--- config.mk ---
export PLATFORM = sky130hd
export DESIGN_NAME = sf2_reset_sequencer
export DESIGN_NICKNAME = d
export VERILOG_FILES = /design/src/rtl/sf2_reset_sequencer.sv
export SDC_FILE = /design/constraint.sdc
export NUM_CORES = 1
export LEC_CHECK = 0
export CAP_MARGIN = 10
export CORE_AREA = 4 4 54 56
export CTS_BUF_LIST = sky130_fd_sc_hd__clkbuf_8
export DETAILED_ROUTE_END_ITERATION = 7
export DIE_AREA = 0 0 58 60
export PLACE_DENSITY_LB_ADDON = 0.08
export SYNTH_ARGS = -nofsm -noshare
export SYNTH_HDL_FRONTEND = slang
export SYNTH_SLANG_ARGS = --single-unit
--- constraint.sdc ---
create_clock -name RCOSC_25_50MHZ -period 2 [get_ports RCOSC_25_50MHZ]
set_input_delay 0.6 -clock RCOSC_25_50MHZ [delete_from_list [all_inputs] [get_ports RCOSC_25_50MHZ]]
set_output_delay 0.6 -clock RCOSC_25_50MHZ [all_outputs]
set_load 0.01 [all_outputs]
--- src/rtl/sf2_reset_sequencer.sv ---
// Reset sequencer: qualifies POR, external, user and software reset sources against config-done
// and PLL lock, then releases NUM_DOMAINS reset domains one by one in index order.
module sf2_reset_sequencer #(
    parameter int unsigned NUM_DOMAINS         = 3,
    parameter int unsigned NUM_LOCKS           = 1,
    parameter logic [3:0]  LOCK_USED           = 4'b0001,
    parameter int unsigned SYNC_STAGES         = 2,
    parameter int unsigned STRETCH_CYCLES      = 200,
    parameter int unsigned STEP_CYCLES         = 4,
    parameter int unsigned LOCK_TIMEOUT_CYCLES = 0,
    parameter logic [7:0]  USER_RST_MASK       = 8'hFF,
    parameter int unsigned EXT_OUT_MODE        = 2
) (
    input  logic                   RCOSC_25_50MHZ,
    input  logic                   POWER_ON_RESET_N,
    input  logic                   CONFIG_DONE,
    input  logic                   EXT_RESET_IN_N,
    input  logic                   USER_FAB_RESET_IN_N,
    input  logic [NUM_LOCKS-1:0]   LOCK,
    input  logic                   SW_RESET_REQ,
    input  logic                   CLR_INIT_DONE,
    output logic [NUM_DOMAINS-1:0] DOMAIN_RESET_N,
    output logic                   EXT_RESET_OUT,
    output logic                   INIT_DONE,
    output logic                   LOCK_TIMEOUT,
    output logic [2:0]             SEQ_STATE
);
    localparam logic [2:0] ST_RESET   = 3'd0;
    localparam logic [2:0] ST_WAIT    = 3'd1;
    localparam logic [2:0] ST_STRETCH = 3'd2;
    localparam logic [2:0] ST_RELEASE = 3'd3;
    localparam logic [2:0] ST_RUN     = 3'd4;
    localparam logic [2:0] ST_ABORT   = 3'd5;

    localparam int unsigned CNT_MAX_A = (STRETCH_CYCLES > STEP_CYCLES) ? STRETCH_CYCLES
                                                                       : STEP_CYCLES;
    localparam int unsigned CNT_MAX   = (CNT_MAX_A > LOCK_TIMEOUT_CYCLES) ? CNT_MAX_A
                                                                          : LOCK_TIMEOUT_CYCLES;
    localparam int unsigned CNT_W     = $clog2(CNT_MAX + 1);
    localparam int unsigned REL_W     = $clog2(NUM_DOMAINS + 1);
    localparam int unsigned SW        = NUM_LOCKS + 3;
    localparam bit          TO_EN     = (LOCK_TIMEOUT_CYCLES != 0);
    localparam int unsigned TO_LAST   = TO_EN ? LOCK_TIMEOUT_CYCLES - 1 : 0;
    localparam logic        EXT_RST   = (EXT_OUT_MODE != 0);

    // All synchroniser reset values (config low, locks low, resets asserted) happen to be 0.
    logic [SYNC_STAGES-1:0][SW-1:0] sync_q;
    logic [SW-1:0]                  sync_out;
    logic                           cfg_s, ext_s, usr_s, locks_ok, qual, abort;
    logic [NUM_LOCKS-1:0]           lock_s;

    always_ff @(posedge RCOSC_25_50MHZ or negedge POWER_ON_RESET_N) begin
        if (!POWER_ON_RESET_N) begin
            sync_q <= '0;
        end else begin
            sync_q <= {sync_q[SYNC_STAGES-2:0],
                       {CONFIG_DONE, EXT_RESET_IN_N, USER_FAB_RESET_IN_N, LOCK}};
        end
    end

    assign sync_out = sync_q[SYNC_STAGES-1];
    assign cfg_s    = sync_out[SW-1];
    assign ext_s    = sync_out[SW-2];
    assign usr_s    = sync_out[SW-3];
    assign lock_s   = sync_out[NUM_LOCKS-1:0];
    assign locks_ok = &(lock_s | ~LOCK_USED[NUM_LOCKS-1:0]);
    assign qual     = cfg_s && locks_ok && ext_s;

    logic [2:0]             state_q, state_d;
    logic [CNT_W-1:0]       cnt_q, cnt_d, cnt_inc;
    logic [REL_W-1:0]       rel_q, rel_d;
    logic                   init_q, init_d, to_q, to_d, ext_q, ext_d;
    logic [NUM_DOMAINS-1:0] dom_q, dom_d;

    // Lock loss is ignored while a timeout bypass is in force.
    assign abort   = !ext_s || (!locks_ok && !to_q) || SW_RESET_REQ;
    assign cnt_inc = (cnt_q == CNT_W'(CNT_MAX)) ? cnt_q : cnt_q + 1'b1;

    always_comb begin
        state_d = state_q;
        cnt_d   = cnt_q;
        rel_d   = rel_q;
        init_d  = init_q;
        to_d    = to_q;
        case (state_q)
            ST_RESET, ST_ABORT: begin
                state_d = ST_WAIT;
                cnt_d   = '0;
            end
            ST_WAIT: begin
                if (qual) begin
                    state_d = ST_STRETCH;
                    cnt_d   = '0;
                end else if (TO_EN && cfg_s && ext_s && (cnt_q >= CNT_W'(TO_LAST))) begin
                    to_d    = 1'b1;
                    state_d = ST_STRETCH;
                    cnt_d   = '0;
                end else begin
                    cnt_d = locks_ok ? '0 : cnt_inc;
                end
            end
            ST_STRETCH, ST_RELEASE, ST_RUN: begin
                if (abort) begin
                    state_d = ST_ABORT;
                    cnt_d   = '0;
                    rel_d   = '0;
                    init_d  = 1'b0;
                end else if (state_q == ST_STRETCH) begin
                    if (cnt_q == CNT_W'(STRETCH_CYCLES - 1)) begin
                        cnt_d   = '0;
                        rel_d   = REL_W'(1);
                        state_d = (NUM_DOMAINS == 1) ? ST_RUN : ST_RELEASE;
                        init_d  = (NUM_DOMAINS == 1);
                    end else begin
                        cnt_d = cnt_inc;
                    end
                end else if (state_q == ST_RELEASE) begin
                    if (cnt_q == CNT_W'(STEP_CYCLES - 1)) begin
                        cnt_d = '0;
                        rel_d = rel_q + 1'b1;
                        if (rel_q == REL_W'(NUM_DOMAINS - 1)) begin
                            state_d = ST_RUN;
                            init_d  = 1'b1;
                        end
                    end else begin
                        cnt_d = cnt_inc;
                    end
                end
            end
            default: begin
                state_d = ST_RESET;
                cnt_d   = '0;
                rel_d   = '0;
            end
        endcase
        if (CLR_INIT_DONE) begin
            init_d = 1'b0;
            to_d   = 1'b0;
        end
    end

    always_comb begin
        dom_d = '0;
        for (int unsigned i = 0; i < NUM_DOMAINS; i++) begin
            dom_d[i] = (32'(rel_d) > i) && !(USER_RST_MASK[i] && !usr_s);
        end
        if (EXT_OUT_MODE == 0) begin
            ext_d = 1'b0;
        end else if (EXT_OUT_MODE == 1) begin
            ext_d = ~dom_d[0];
        end else begin
            ext_d = (state_d != ST_RUN);
        end
    end

    always_ff @(posedge RCOSC_25_50MHZ or negedge POWER_ON_RESET_N) begin
        if (!POWER_ON_RESET_N) begin
            state_q <= ST_RESET;
            cnt_q   <= '0;
            rel_q   <= '0;
            init_q  <= 1'b0;
            to_q    <= 1'b0;
            dom_q   <= '0;
            ext_q   <= EXT_RST;
        end else begin
            state_q <= state_d;
            cnt_q   <= cnt_d;
            rel_q   <= rel_d;
            init_q  <= init_d;
            to_q    <= to_d;
            dom_q   <= dom_d;
            ext_q   <= ext_d;
        end
    end

    assign DOMAIN_RESET_N = dom_q;
    assign EXT_RESET_OUT  = ext_q;
    assign INIT_DONE      = init_q;
    assign LOCK_TIMEOUT   = to_q;
    assign SEQ_STATE      = state_q;

endmodule

### Word level (Yosys, flattened, before mapping)

Index checks and enable logic that the tools add are counted.

* input port bits: 8
* output and inout bits: 9
* register bits: 26
* logic and storage cells: 74

* add/subtract/negate cells: 2
* equality and inequality tests: 12
* reduce and logical (&&, ||, !) cells: 18
* order comparisons: 3
* mux-type cells: 31

Operators with widths (number)
* $mux 8: 8
* $mux 3: 7
* $eq 8x8->1 const B: 2
* $pmux 8 s2: 1
* $reduce_bool 4->1: 3
* $mux 2: 5
* $pmux 3 s3: 1
* $add 8x1->8 const B: 1
* $eq 8x2->1 const B: 1
* $mux 1: 8
* $eq 3x2->1 const B: 2
* $eq 3x3->1 const B: 2
* $reduce_or 3->1: 2
* $logic_and 1x1->1: 5
* $reduce_and 5->1: 1
* $gt 2x1->1 const B: 2
* $ne 4x3->1 const B: 1
* $ne 4x4->1 const B: 1
* $pmux 2 s2: 1
* $eq 3x1->1 const B: 1
* $logic_not 3->1: 1
* $ne 3x3->1 const B: 1
* $add 2x1->2 const B: 1
* $eq 2x2->1 const B: 1
* 5 further kinds: 7

### Depth between registers and ports, before layout

Gate-level depths: netlist of the first run.

* depth after elaboration: 8
* depth in mapped cells: 8
* mapped depth without buffers: 6

### Worst setup path before layout of the first run

Ideal clock, no wire load.

* path type: register to register
* start: register state_q[1] (netlist: SEQ_STATE[1])
* end: register cnt_q[3]
* arrival time: 1.869 ns
* clock period less this slack: 1.935 ns
* buffers on the path: 3
* library setup time: 0.066 ns
* stages on the path, launching flop included: 9
* setup slack: 0.065 ns
* required time: 1.934 ns
* path through: dfrtp_1 > buf_2 > or3b_1 > buf_6 > a21oi_4 > a31oi_2 > buf_6 > o32ai_1 > a22o_1

* word-level cells in the longest chain between the ends: 4
* elaborated cells on any way between the ends: 9
* those cells by class: eq/ne: 5; mux: 3; reduce/logical: 1

RTL lines
* from (decl): line 69 `logic [2:0] state_q, state_d;`
* from (signal assigned): line 166 `state_q <= state_d;`
* $eq 3x2->1: line 85, 108
* $mux 8: line 108 `end else if (state_q == ST_STRETCH) begin`
* $mux 8: line 103 `if (abort) begin`
* $pmux 8 s2: line 85 `case (state_q)`
* to (signal assigned): line 167 `cnt_q <= cnt_d;`
* to (decl): line 70 `logic [CNT_W-1:0] cnt_q, cnt_d, cnt_inc;`

Several ways; a longest one is shown, not always the timed one.
A chain may end at the register's enable or synchronous reset.

### Worst setup path after layout of the first run

* start: input SW_RESET_REQ
* end: register cnt_q[4]

* word-level cells in the longest chain between the ends: 3
* elaborated cells on any way between the ends: 4
* those cells by class: eq/ne: 1; mux: 2; reduce/logical: 1

RTL lines
* from (decl): line 20 `input logic SW_RESET_REQ,`
* $logic_or 1x1->1 (*): line 76 `assign abort = !ext_s || (!locks_ok && !to_q) || SW_RESET_REQ;`
* $mux 8: line 103
* $pmux 8 s2: line 85

Mark *: on every way between the ends. The rest lies on a longest branch, timed or not.

==> flow_summary.json, run 1 <==
{
  "hold_viol_final": 0,
  "synthAdderAreaFrac": 0.0285,
  "grt_pass1_wl_mm": 5.15,
  "synth_edf_count": 0,
  "synth_top_family_by_area": "simple AND/OR/NAND/NOR gates",
  "drv_cap": 0,
  "fmax_mhz": 508,
  "grt_pass1_vias": 1074,
  "dp_cells": 180,
  "clock-root-buffer": "clkbuf_8",
  "place.gp.congestion": 0.863,
  "row_count": 18,
  "synth_cell_types": 49,
  "synth_area_leader_cell": "dfrtp_1",
  "drtAntennaViolNets": 0,
  "clk_pin_slew_ns": 0.09,
  "die_h_um": 60,
  "clock_latency_ns": 0.27,
  "ys_seq_area_frac": 0.496,
  "worst_path_largest_cell_delay_ns": 0.50,
  "port_buffers": 15,
  "drc": 0,
  "syn_avg_cell_area_um2": 11.1,
  "worstPathArrival_ns": 2.18,
  "synth.area.mux_share": 0,
  "hold_class": "reg -> reg",
  "cts_tree": "built",
  "cp_top_family": "buffers and inverters",
  "grt_usage": 0.195,
  "slew_violations": 0,
  "finalNonFillerCells": 188,
  "cp_cell_sequence": "clkdlybuf4s50_1, nand3b_4, a21oi_1, buf_4, nand2b_2, nor3b_1, o22a_1",
  "viasPerCell": 6.01,
  "netlist_instances": 119,
  "cts.htree.levels": 1,
  "first_pass_iters": 4,
  "critPathLaunchType": "primary input",
  "cts_sinks": 26,
  "grt_max_degree": 27,
  "path_buf_inv": 2,
  "synth-simple-area-share": 0.223,
  "power_leakage_nw": 0.779,
  "vias": 1130,
  "timing.final.crit_share": 0.985,
  "area_growth_pct": 35.0,
  "grt-busiest-layer": "met2",
  "post_drt_wl_per_cell_um": 16.8,
  "setup_violations": 0,
  "antenna_found_initial": 0,
  "synth_compound_area_frac": 0.206,
  "async_flop_share": 1.00,
  "finalClockSkew_ns": 0.00733,
  "synthXorXnorAreaFrac": 0,
  "grt_use_met3": 0.0475,
  "num_antenna_cells": 0,
  "critical_path_class": "in -> reg",
  "ys.flop_type": "dfrtp_1",
  "syn-cell-area_um2": 1320,
  "hpwlAfterDp_mm": 2.11,
  "use_met1": 0.262,
  "final_net_count": 170,
  "ys.warnings.count": 0,
  "crit_slowest_cell": "clkdlybuf4s50_1",
  "synth_nets": 130,
  "dieArea_um2": 3480,
  "crit_path_max_fanout": 6,
  "coreArea_um2": 2430,
  "period_needed_ns": 1.97,
  "yosys-top-cells-area": "dfrtp_1 (48%), ha_1 (2.9%), nand2b_1 (2.4%)",
  "ir_drop_v": 0.000577,
  "wl_mm": 3.16,
  "met2_usage": 0.313,
  "fp.dieW_um": 58,
  "worstSetupEndpointType": "flip-flop",
  "start_util": 0.541,
  "outcome": "completed",
  "io_pins": 17,
  "grt.overflow.total": 0,
  "synth.top_cell.area_share": 0.476,
  "first_iter_violations": 40,
  "cts.path.max_buffers": 2,
  "synth-seq-cells": 26,
  "tns_ns": 0,
  "drive_above_1_share": 0.247,
  "cts_buffers": 3,
  "required_ns": 2.22,
  "powerDensity_nw_per_um2": 677
}
[final cells by class]
| type | count | area (µm²) |
|---|---|---|
| multi-input combinational | 84 | 694 |
| fill | 176 | 657 |
| sequential | 26 | 653 |
| timing repair buffer | 38 | 323 |
| clock buffer | 3 | 41.3 |
| tap | 30 | 37.5 |
| inverter | 6 | 22.5 |
| clock inverter | 1 | 3.75 |
[per-layer routing]
layer	routed length, µm	part of all wire
met2	1530	0.48
met3	237	0.075
met4	66	0.021
met1	1330	0.42
met5	0	0
[sequential cells by signal (all words and copies together) (netlist names)]
signal / cells
cnt_q: 8
sync_out: 4
sync_q: 4
DOMAIN_RESET_N: 3
SEQ_STATE: 3
rel_q: 2
EXT_RESET_OUT: 1
INIT_DONE: 1
[cells in the final DEF, fill, tap and decap left out, types with 2 or more instances in the layout]
cell type        Yosys  routed
a31oi_4              0       2
o21a_1               2       2
clkdlybuf4s50_1      0      15
a21oi_1              2       2
nor2_1               5       5
clkbuf_8             0       3
nand2b_1             5       4
a211oi_1             3       2
nor3b_1              3       3
nand4_1              2       2
a22o_1               2       2
and2_1               2       2
a31oi_1              2       2
dfrtp_1             25      24
and3_1               4       4
nand4b_1             3       3
inv_1                6       7
a21o_1               3       3
ha_1                 3       3
o21ai_0              3       3
a21boi_1             2       2
o22a_1               3       3
nand3_1              2       2
nor3_1               5       5
buf_4                1      23
nand2_1              2       2
[repair_timing]
item                       CTS  global route
cloned                       0             1
setup endpoints to repair    1            11
buffers inserted             0             3
pin swaps                    0             2
gates resized for setup      1            11
hold buffers                 0             0
[cell usage after synthesis (2+ instances only)]
cell type  number
nor4bb_1        2
nand4b_1        3
inv_1           6
nand2_1         2
and3_1          4
o21ai_0         3
ha_1            3
nor2_1          5
nor3b_1         3
nor3_1          5
a21oi_1         2
a21o_1          3
a211oi_1        3
a22o_1          2
nand2b_1        5
a21boi_1        2
o21ai_1         2
o21a_1          2
o22a_1          3
nand3_1         2
dfrtp_1        25
a31oi_1         2
and2_1          2
nand4_1         2
buf_6           2
[cells by family after synthesis]
kind of cell               Yosys count
adders and majority gates            3
AOI/OAI and AO/OA                   35
DFF                                 26
and+or+nand+nor                     44
other                                1
buffers and inverters               10
[final timing paths]
check                                      start            end  slack (ns)  cells after the start
worst min-delay path                   sync_q[3]    sync_out[3]        0.35                      0
max in group asynchronous       POWER_ON_RESET_N  EXT_RESET_OUT        1.02                      2
worst min register to register         sync_q[3]    sync_out[3]        0.35                      0
min in group asynchronous       POWER_ON_RESET_N       cnt_q[1]        0.68                      2
worst max-delay path                SW_RESET_REQ       cnt_q[4]        0.03                      7
worst max register to register          cnt_q[1]       cnt_q[7]        0.10                      7
[through the flow]
stage	hold slack [ns]	utilization	instance area [µm²]	power, W	setup WS (ns)
global route	0.365	0.730	1780	0.00127	-0.0413
finish	0.353	0.730	1780	0.00120	0.0301
global placement	0.333	0.665	1620	0.000854	-0.207
CTS	0.354	0.687	1670	0.00116	0.0355
floorplan	0.304	-	1320	0.000738	0.0649
detailed placement	0.335	0.665	1620	0.000860	-0.285
[power breakdown]
group	switching, W	internal [W]	leakage (nW)
registers	0.0000366	0.000560	0.332
logic	0.000143	0.000163	0.420
clock network	0.000162	0.000137	0.0269
total	0.000341	0.000861	0.779
Power figures use the tool's default switching activity.
==> run 2, diff against run 1 <==
--- a/config.mk
+++ b/config.mk
@@ -6,10 +6,10 @@
 export NUM_CORES = 1
 export LEC_CHECK = 0
 export CAP_MARGIN = 10
-export CORE_AREA = 4 4 54 56
-export CTS_BUF_LIST = sky130_fd_sc_hd__clkbuf_8
+export CORE_AREA = 4 4 55 57
+export CTS_CLUSTER_SIZE = 30
 export DETAILED_ROUTE_END_ITERATION = 7
-export DIE_AREA = 0 0 58 60
+export DIE_AREA = 0 0 59 61
 export PLACE_DENSITY_LB_ADDON = 0.08
 export SYNTH_ARGS = -nofsm -noshare
 export SYNTH_HDL_FRONTEND = slang
==> flow_summary.json, run 2 (synthesis results as in run 1) <==
{
  "grt_pass1_wl_mm": 4.89,
  "critical_path_class": "reg -> out",
  "cts_tree": "built",
  "power_frac_seq": 0.525,
  "reg2reg_slack_ns": 0.13,
  "clock_latency_ns": 0.33,
  "grt_usage": 0.178,
  "start_util": 0.531,
  "first_pass_iters": 4,
  "layout_commonest_cell": "dfrtp_1",
  "die_h_um": 61,
  "r2r_end": "cnt_q[4]",
  "top_register": "cnt_q",
  "drv_cap": 0,
  "cp_top_family": "buffers and inverters",
  "drtAntennaViolNets": 0,
  "switchingPower_w": 0.000321,
  "hold_class": "reg -> reg",
  "fin_total_pwr_w": 0.00113,
  "worst_path_largest_cell_delay_ns": 0.55,
  "comb_power_share": 0.234,
  "clockPowerShare": 0.241,
  "fmax_mhz": 529,
  "place.gp.congestion": 0.844,
  "power_leakage_nw": 0.745,
  "area_growth_pct": 29.0,
  "required_ns": 1.40,
  "finalClockSkew_ns": 0.00770,
  "ir_drop_v": 0.000511,
  "cp.depth": 1,
  "drive_above_1_share": 0.227,
  "whs_ns": 0.364,
  "hold_viol_final": 0,
  "cts_hold_buffers": 0,
  "dr_wl_met2_mm": 1.44,
  "reg2regPathDepth": 7,
  "first_iter_violations": 38,
  "wl_mm": 2.89,
  "worstPathArrival_ns": 1.29,
  "cts_buffers": 3,
  "pre_cts_ws_ns": -0.195,
  "layout_setup_ws_ns": 0.110,
  "setup_violations": 0,
  "slew_violations": 0,
  "drc": 0,
  "outcome": "completed",
  "dp_cells": 179,
  "num_antenna_cells": 0,
  "final_net_count": 166,
  "largest_reg_flops": 8,
  "grt.overflow.total": 0,
  "crit_path_max_fanout": 4,
  "holdCritStartpoint": "sync_q[3]",
  "period_needed_ns": 1.89,
  "clock-root-buffer": "clkbuf_4",
  "powerDensity_nw_per_um2": 666,
  "dieArea_um2": 3600,
  "port_buffers": 15,
  "path_buf_inv": 1,
  "hold_depth": 0,
  "hold_path_end": "sync_out[3]",
  "timing.final.crit_share": 0.945,
  "row_count": 18,
  "cp_cell_sequence": "clkdlybuf4s50_1",
  "fill_cells": 200,
  "fp.dieW_um": 59,
  "cts.htree.levels": 1,
  "clk_pin_slew_ns": 0.14,
  "grt_max_degree": 27,
  "critPathLaunchType": "flip-flop",
  "met1_length_mm": 1.29,
  "wl_met3_um": 147,
  "hpwlAfterDp_mm": 2.11,
  "internal_power_w": 0.000809,
  "crit_slowest_cell": "clkdlybuf4s50_1",
  "tightest_slew_ns": 0.579,
  "maxSlewHeadroom": 0.610,
  "final_cell_mix": "dfrtp_1 (25), buf_4 (20), clkdlybuf4s50_1 (13), inv_1 (6)",
  "cts_sinks": 26,
  "antenna_found_initial": 0,
  "viasPerCell": 5.97,
  "worstSetupStartpoint": "SEQ_STATE[1]",
  "cts.path.max_buffers": 2,
  "vias": 1098,
  "worstSetupEndpointType": "output port",
  "grt_pass1_vias": 1111,
  "highest_layer": "met4",
  "io_pins": 17,
  "rr_startpoint": "SEQ_STATE[0]",
  "post_drt_wl_per_cell_um": 15.7,
  "p_sw_frac": 0.284,
  "coreArea_um2": 2480,
  "finalNonFillerCells": 184
}
==> run 2: cell count changes in the layout (fill, tap and decap cells not counted), moves of 2 or more <==
cell / change
buf_4: -3
clkbuf_4: +3
clkbuf_8: -2
clkdlybuf4s50_1: -2
nor4bb_2: +2
==> run 2: how the worst max path moves through the flow <==
stage / endpoint / slack [ns]
2_1_floorplan: cnt_q[3] / 0.06
3_3_place_gp: cnt_q[7] / -0.16
3_5_place_dp: cnt_q[7] / -0.20
4_1_cts: EXT_RESET_OUT / 0.006
5_1_grt: INIT_DONE / -0.03
6_report: SEQ_STATE[1] / 0.11
==> run 2: layout make-up <==
class	count	area (µm²)	share of cell area
multi-input cells	83	647	0.381
flip-flops and latches	26	652	0.384
repair buffers	35	302	0.178
well taps	30	37.5	0.0221
inverters	6	22.5	0.0133
clock buffers	4	36.3	0.0214
==> run 2: metal layers <==
layer | vias up | track usage
met2 | 33 | 0.301
met3 | 2 | 0.0213
li1 | 512 | -
met1 | 551 | 0.236
met4 | 0 | 0.0680
met5 | - | 0
==> run 2: metrics by stage <==
step	utilization	setup TNS, ns	cell area, µm²
after global placement	0.650	-1.28	1610
after global routing	0.685	-0.0284	1700
after floorplan	-	0	1320
final	0.685	0	1700
after CTS	0.667	0	1650
after detailed placement	0.650	-1.72	1610
==> run 2: power groups by stage <==
stage	clock network [W]	registers, W	logic, W
floorplan	0	0.000600	0.000138
global route	0.000298	0.000597	0.000294
global placement	0	0.000598	0.000243
finish	0.000273	0.000593	0.000264
CTS	0.000277	0.000591	0.000254
detailed placement	0	0.000602	0.000248
==> run 2: what timing repair did <==
| action | CTS | global route |
|---|---|---|
| setup endpoints to repair | 1 | 10 |
| pin swaps | 0 | 1 |
| gates resized for setup | 1 | 8 |
| gates cloned | 0 | 0 |
| setup buffers | 1 | 0 |
==> run 3, diff against run 2 <==
--- a/config.mk
+++ b/config.mk
@@ -11,6 +11,7 @@
 export DETAILED_ROUTE_END_ITERATION = 7
 export DIE_AREA = 0 0 59 61
 export PLACE_DENSITY_LB_ADDON = 0.08
+export SLEW_MARGIN = 20
 export SYNTH_ARGS = -nofsm -noshare
 export SYNTH_HDL_FRONTEND = slang
 export SYNTH_SLANG_ARGS = --single-unit
==> results of run 3 <==
Final layout, timing and power as in run 2 (identical DEF).
==> RTL edit 1 (flow settings as in run 2) <==
Register the output `INIT_DONE` once more, cleared by the reset; this adds one clock of latency there. The other outputs are not delayed to match.
--- a/src/rtl/sf2_reset_sequencer.sv
+++ b/src/rtl/sf2_reset_sequencer.sv
@@ -176,5 +176,11 @@
     assign DOMAIN_RESET_N = dom_q;
     assign EXT_RESET_OUT  = ext_q;
-    assign INIT_DONE      = init_q;
+    always_ff @(posedge RCOSC_25_50MHZ or negedge POWER_ON_RESET_N) begin
+        if (!POWER_ON_RESET_N) begin
+            INIT_DONE <= '0;
+        end else begin
+            INIT_DONE <= init_q;
+        end
+    end
     assign LOCK_TIMEOUT   = to_q;
     assign SEQ_STATE      = state_q;
Check against the original RTL: no difference found for any inputs over 10 cycles, from zero or initial values and one cycle with POWER_ON_RESET_N low; that may be too few to reach the edited logic, so the function may still have changed.
==> RTL edit 1 against run 2 <==
- final cell count increased by 2.7%
- highest routed layer unchanged
- area after synthesis decreased by 0.67%
- final area increased by 1.0%
- clock skew decreased by 2.8 ps
- routed wire length increased by 0.14%
- fmax decreased by 5.3%
- power decreased by 4.8%
- worst setup slack got worse by 110 ps
- sequential cell count increased by 1
- largest cell class unchanged
- non-clock buffer count unchanged
- register-to-register slack got worse by 130 ps
==> RTL edit 1: results (changes against run 2) <==
FILL cells 208 (was 200); met3 routed WL 204 µm (was 147 µm); CP Max Fanout 7 (was 4); seq_cells 27 (was 26); worst stage delay on the critical path 470 ps (was 550 ps); Commonest cells post-synth 26 x dfrtp_1, 12 x nand2_1, 8 x a21oi_1, 6 x o21ai_0, 5 x inv_1 (was 25 x dfrtp_1, 6 x inv_1, 5 x nand2b_1, 5 x nor2_1, 5 x nor3_1); DRT met1 WL 1250 µm (was 1290 µm); LEAKAGE 0.733 nW (was 0.745 nW); # nets final 171 (was 166); ClkCell Share 0.0161 (was 0.0214); Critical Path End Type flop (was output port); met1 usage 0.243 (was 0.236); GRT Overall Usage 0.178 (about the same); largest net degree at the start of global routing 20 (was 27); Reg power frac 0.553 (was 0.525); Seq/total area 0.396 (was 0.384); non-clock buffer share of cell area 0.183 (was 0.178); Clk network pwr share 0.219 (was 0.241); Synth area leaders dfrtp_1 50%, nand2_1 3.4%, a21oi_1 3.1% (was dfrtp_1 48%, ha_1 2.9%, nand2b_1 2.4%); number of global-route vias before repair 1,033 (was 1,111); Slowest cell on crit path dfrtp_2 (was clkdlybuf4s50_1); WL final 2890 µm (about the same); register area share after synthesis 0.518 (was 0.496); M3 GR Usage 0.0255 (was 0.0213); Post-Synthesis Cells 124 (was 119); clk_skew 4.92 ps (was 7.70 ps); Yosys cell types 46 (was 49); Synth Area in Adders 0.0287 (was 0.0285); worst-case reg-to-reg path depth 6 (was 7); Synth Area in Compound Gates 0.187 (was 0.206); status finished, final reports clean (unchanged); Finished Core Util 0.692 (was 0.685); footprint of the multi-input gates 638 µm² (was 647 µm²); Critical Path AT 2220 ps (was 1290 ps); worst ir drop on vdd 0.467 mV (was 0.511 mV)
-- RTL edit 1: cell count changes after synthesis, sizes merged, moves of 3 or more --
cell,run 2,this run
a21oi,3,9
and3,4,1
nand2,2,12
nand2b,5,2
o22a,3,0
or2,0,4
-- RTL edit 1: repair_timing --
action | 4_1_cts | 5_1_grt
pin swaps | 2 | 8
setup buffers | 0 | 3
gates resized for setup | 4 | 11
endpoints found under the setup margin | 8 | 8
-- RTL edit 1: path summary, 6_finish.rpt --
path | startpoint | endpoint | slack, ps
worst max-delay path | cnt_q[5] | cnt_q[4] | 4
worst min-delay path | sync_q[0] | sync_out[0] | 370
worst max register to register | cnt_q[5] | cnt_q[4] | 4
worst min register to register | sync_q[0] | sync_out[0] | 370
max in group asynchronous | POWER_ON_RESET_N | sync_q[3] | 980
min in group asynchronous | POWER_ON_RESET_N | cnt_q[7] | 560
==> RTL edit 2 (config.mk and constraints of run 2) <==
Without the edit above. `STEP_CYCLES`: 4 -> 2.
--- a/src/rtl/sf2_reset_sequencer.sv
+++ b/src/rtl/sf2_reset_sequencer.sv
@@ -7,5 +7,5 @@
     parameter int unsigned SYNC_STAGES         = 2,
     parameter int unsigned STRETCH_CYCLES      = 200,
-    parameter int unsigned STEP_CYCLES         = 4,
+    parameter int unsigned STEP_CYCLES         = 2,
     parameter int unsigned LOCK_TIMEOUT_CYCLES = 0,
     parameter logic [7:0]  USER_RST_MASK       = 8'hFF,
Check against the original RTL: same outputs for any inputs over 10 cycles, from zero or initial values and one cycle with POWER_ON_RESET_N low; that may be too few to reach the edited logic, so the function may still have changed.
==> RTL edit 2 against run 2 <==
- largest cell class is now multi-input combinational cells
- routed wire length up 4.3%
- sequential cell count did not move
- final area increased by 5.8%
- power up 20%
- register-to-register slack worse by 250 ps
- the run now ends with negative setup slack left
- area after synthesis down 2.2%
- combinational power up 50%
- critical path depth increased by 7
- critical endpoint is now DOMAIN_RESET_N[2]
- core utilization up 3.9 points
- worst setup slack lost 230 ps
==> RTL edit 2: results (changes against run 2) <==
status finished, violations left (was finished, final reports clean); failing checks negative setup slack; number of I/O port buffers 15 (unchanged); CP top delay family simple AND/OR/NAND/NOR gates (was buffers and inverters); FILL cells 182 (was 200); R2R Path Start cnt_q[1] (was SEQ_STATE[0]); first-pass GRT wire length 5160 µm (was 4890 µm); # nets final 177 (was 166); initial DRC count 41 (was 38); largest net degree at the start of global routing 27 (unchanged); worst stage delay on the critical path 470 ps (was 550 ps); final non-filler cell total 194 (was 184); Commonest cells post-synth 25 x dfrtp_1, 9 x o21ai_0, 6 x inv_1 (was 25 x dfrtp_1, 6 x inv_1, 5 x nand2b_1, 5 x nor2_1, 5 x nor3_1); register area share after synthesis 0.507 (was 0.496); setup slack after layout -116 ps (was 110 ps); reg2reg end DOMAIN_RESET_N[2] (was cnt_q[4]); Post-DP HPWL 2220 µm (was 2110 µm); root buf cell clkbuf_4 (unchanged); post-synthesis mux area share 0.00778 (was 0); crit start category flop (unchanged); number of H-tree levels 1 (unchanged); worst ir drop on vdd 0.835 mV (was 0.511 mV); WL per Instance 15.5 µm (was 15.7 µm); GRT Overall Usage 0.195 (was 0.178); clk_skew 3.25 ps (was 7.70 ps); Skew-Pair Late Insertion Delay 330 ps (about the same); Slowest cell on crit path or4b_4 (was clkdlybuf4s50_1); Internal 0.976 mW (was 0.809 mW); Post-Route Setup TNS -568 ps (was 0 ps); Via density 5.92 (was 5.97); final setup fails 9 (was 0); CP Max Fanout 3 (was 4); Syn Nets 132 (was 130); DRT Pass-1 Iters 4 (unchanged); Synth Area in Adders 0.0389 (was 0.0285); routability cong. 0.861 (was 0.844); Yosys cell types 50 (was 49); Antenna diodes 0 (unchanged); LEAKAGE 0.790 nW (was 0.745 nW); Biggest register cnt_q (unchanged); fraction of layout cells with a size suffix above 1 0.299 (was 0.227); slew at the pin closest to its max-slew limit 558 ps (was 579 ps); Tightest Hold Check Type reg2reg (unchanged); Critical Path AT 2400 ps (was 1290 ps); number of global-route vias before repair 1,144 (was 1,111); max FFs per register 8 (unchanged); hold_sp sync_q[1] (was sync_q[3]); Post-synth ARST share 1.00 (unchanged); hold path depth 0 (unchanged); CTS Buf Count 3 (unchanged); Synth Area in XOR/XNOR 0 (unchanged); worst-case reg-to-reg path depth 8 (was 7); Clk pin slew, worst setup/hold paths 140 ps (about the same); Synth Area in Compound Gates 0.209 (was 0.206); DP Area 1640 µm² (was 1610 µm²); Mapped Avg Cell Area 10.7 µm² (was 11.1 µm²); Critical Path End Type flop (was output port); Synth area leaders dfrtp_1 49%, ha_1 3.9%, o21ai_0 3.5% (was dfrtp_1 48%, ha_1 2.9%, nand2b_1 2.4%); Hold Path Sink sync_out[1] (was sync_out[3])
## RTL edit 2: metal layers
layer	vias to the layer above	routed length, µm	part of all wire	global-route usage
met2	31	1440	0.48	0.320
met1	570	1340	0.45	0.248
met4	0	102	0.034	0.120
met3	9	123	0.041	0.0191
li1	538	-	-	-
met5	-	0	0	0
## RTL edit 2: power by group through the flow
stage	Clock [mW]	Sequential [mW]	Combinational (mW)
floorplan	0	0.603	0.164
global placement	0	0.595	0.329
detailed placement	0	0.597	0.333
CTS	0.371	0.592	0.373
global route	0.390	0.597	0.436
finish	0.364	0.592	0.397
## RTL edit 2: worst reg2reg max path, stage by stage (launching register included)
cell and delay [ps]:
dfrtp_1 410, inv_2 80, ha_4 120, or4b_4 470
or3_4 370, buf_6 140, a21oi_2 140, o22a_1 190
and3_1 150
## RTL edit 2: cells by family after synthesis
group | count (synthesis)
adder cells (fa/ha/maj) | 4
AND/OR/NAND/NOR | 41
AO/OA/AOI/OAI | 39
buffers and inverters | 8
flip-flops | 26
multiplexers | 1
other | 1
## RTL edit 2: repair_timing
item,4_1_cts,5_1_grt
setup endpoints to repair,16,17
resized for setup,16,4
pin swaps,5,4
setup buffers,1,2
## RTL edit 2: cell type report
class	instances	share of cell area
Inverter	6	0.0126
Sequential cell	26	0.363
Multi-Input combinational cell	86	0.376
Timing Repair Buffer	42	0.198
Tap cell	30	0.0209
Clock inverter	1	0.0167
Clock buffer	3	0.0126
## RTL edit 2: through the flow
stage          hold slack [ps]   util  setup WS, ps
2_1_floorplan              304      -         -19.4
3_3_place_gp               335  0.664          -265
3_5_place_dp               340  0.664          -325
4_1_cts                    371  0.710          -113
5_1_grt                    376  0.724          -221
6_report                   367  0.724          -116
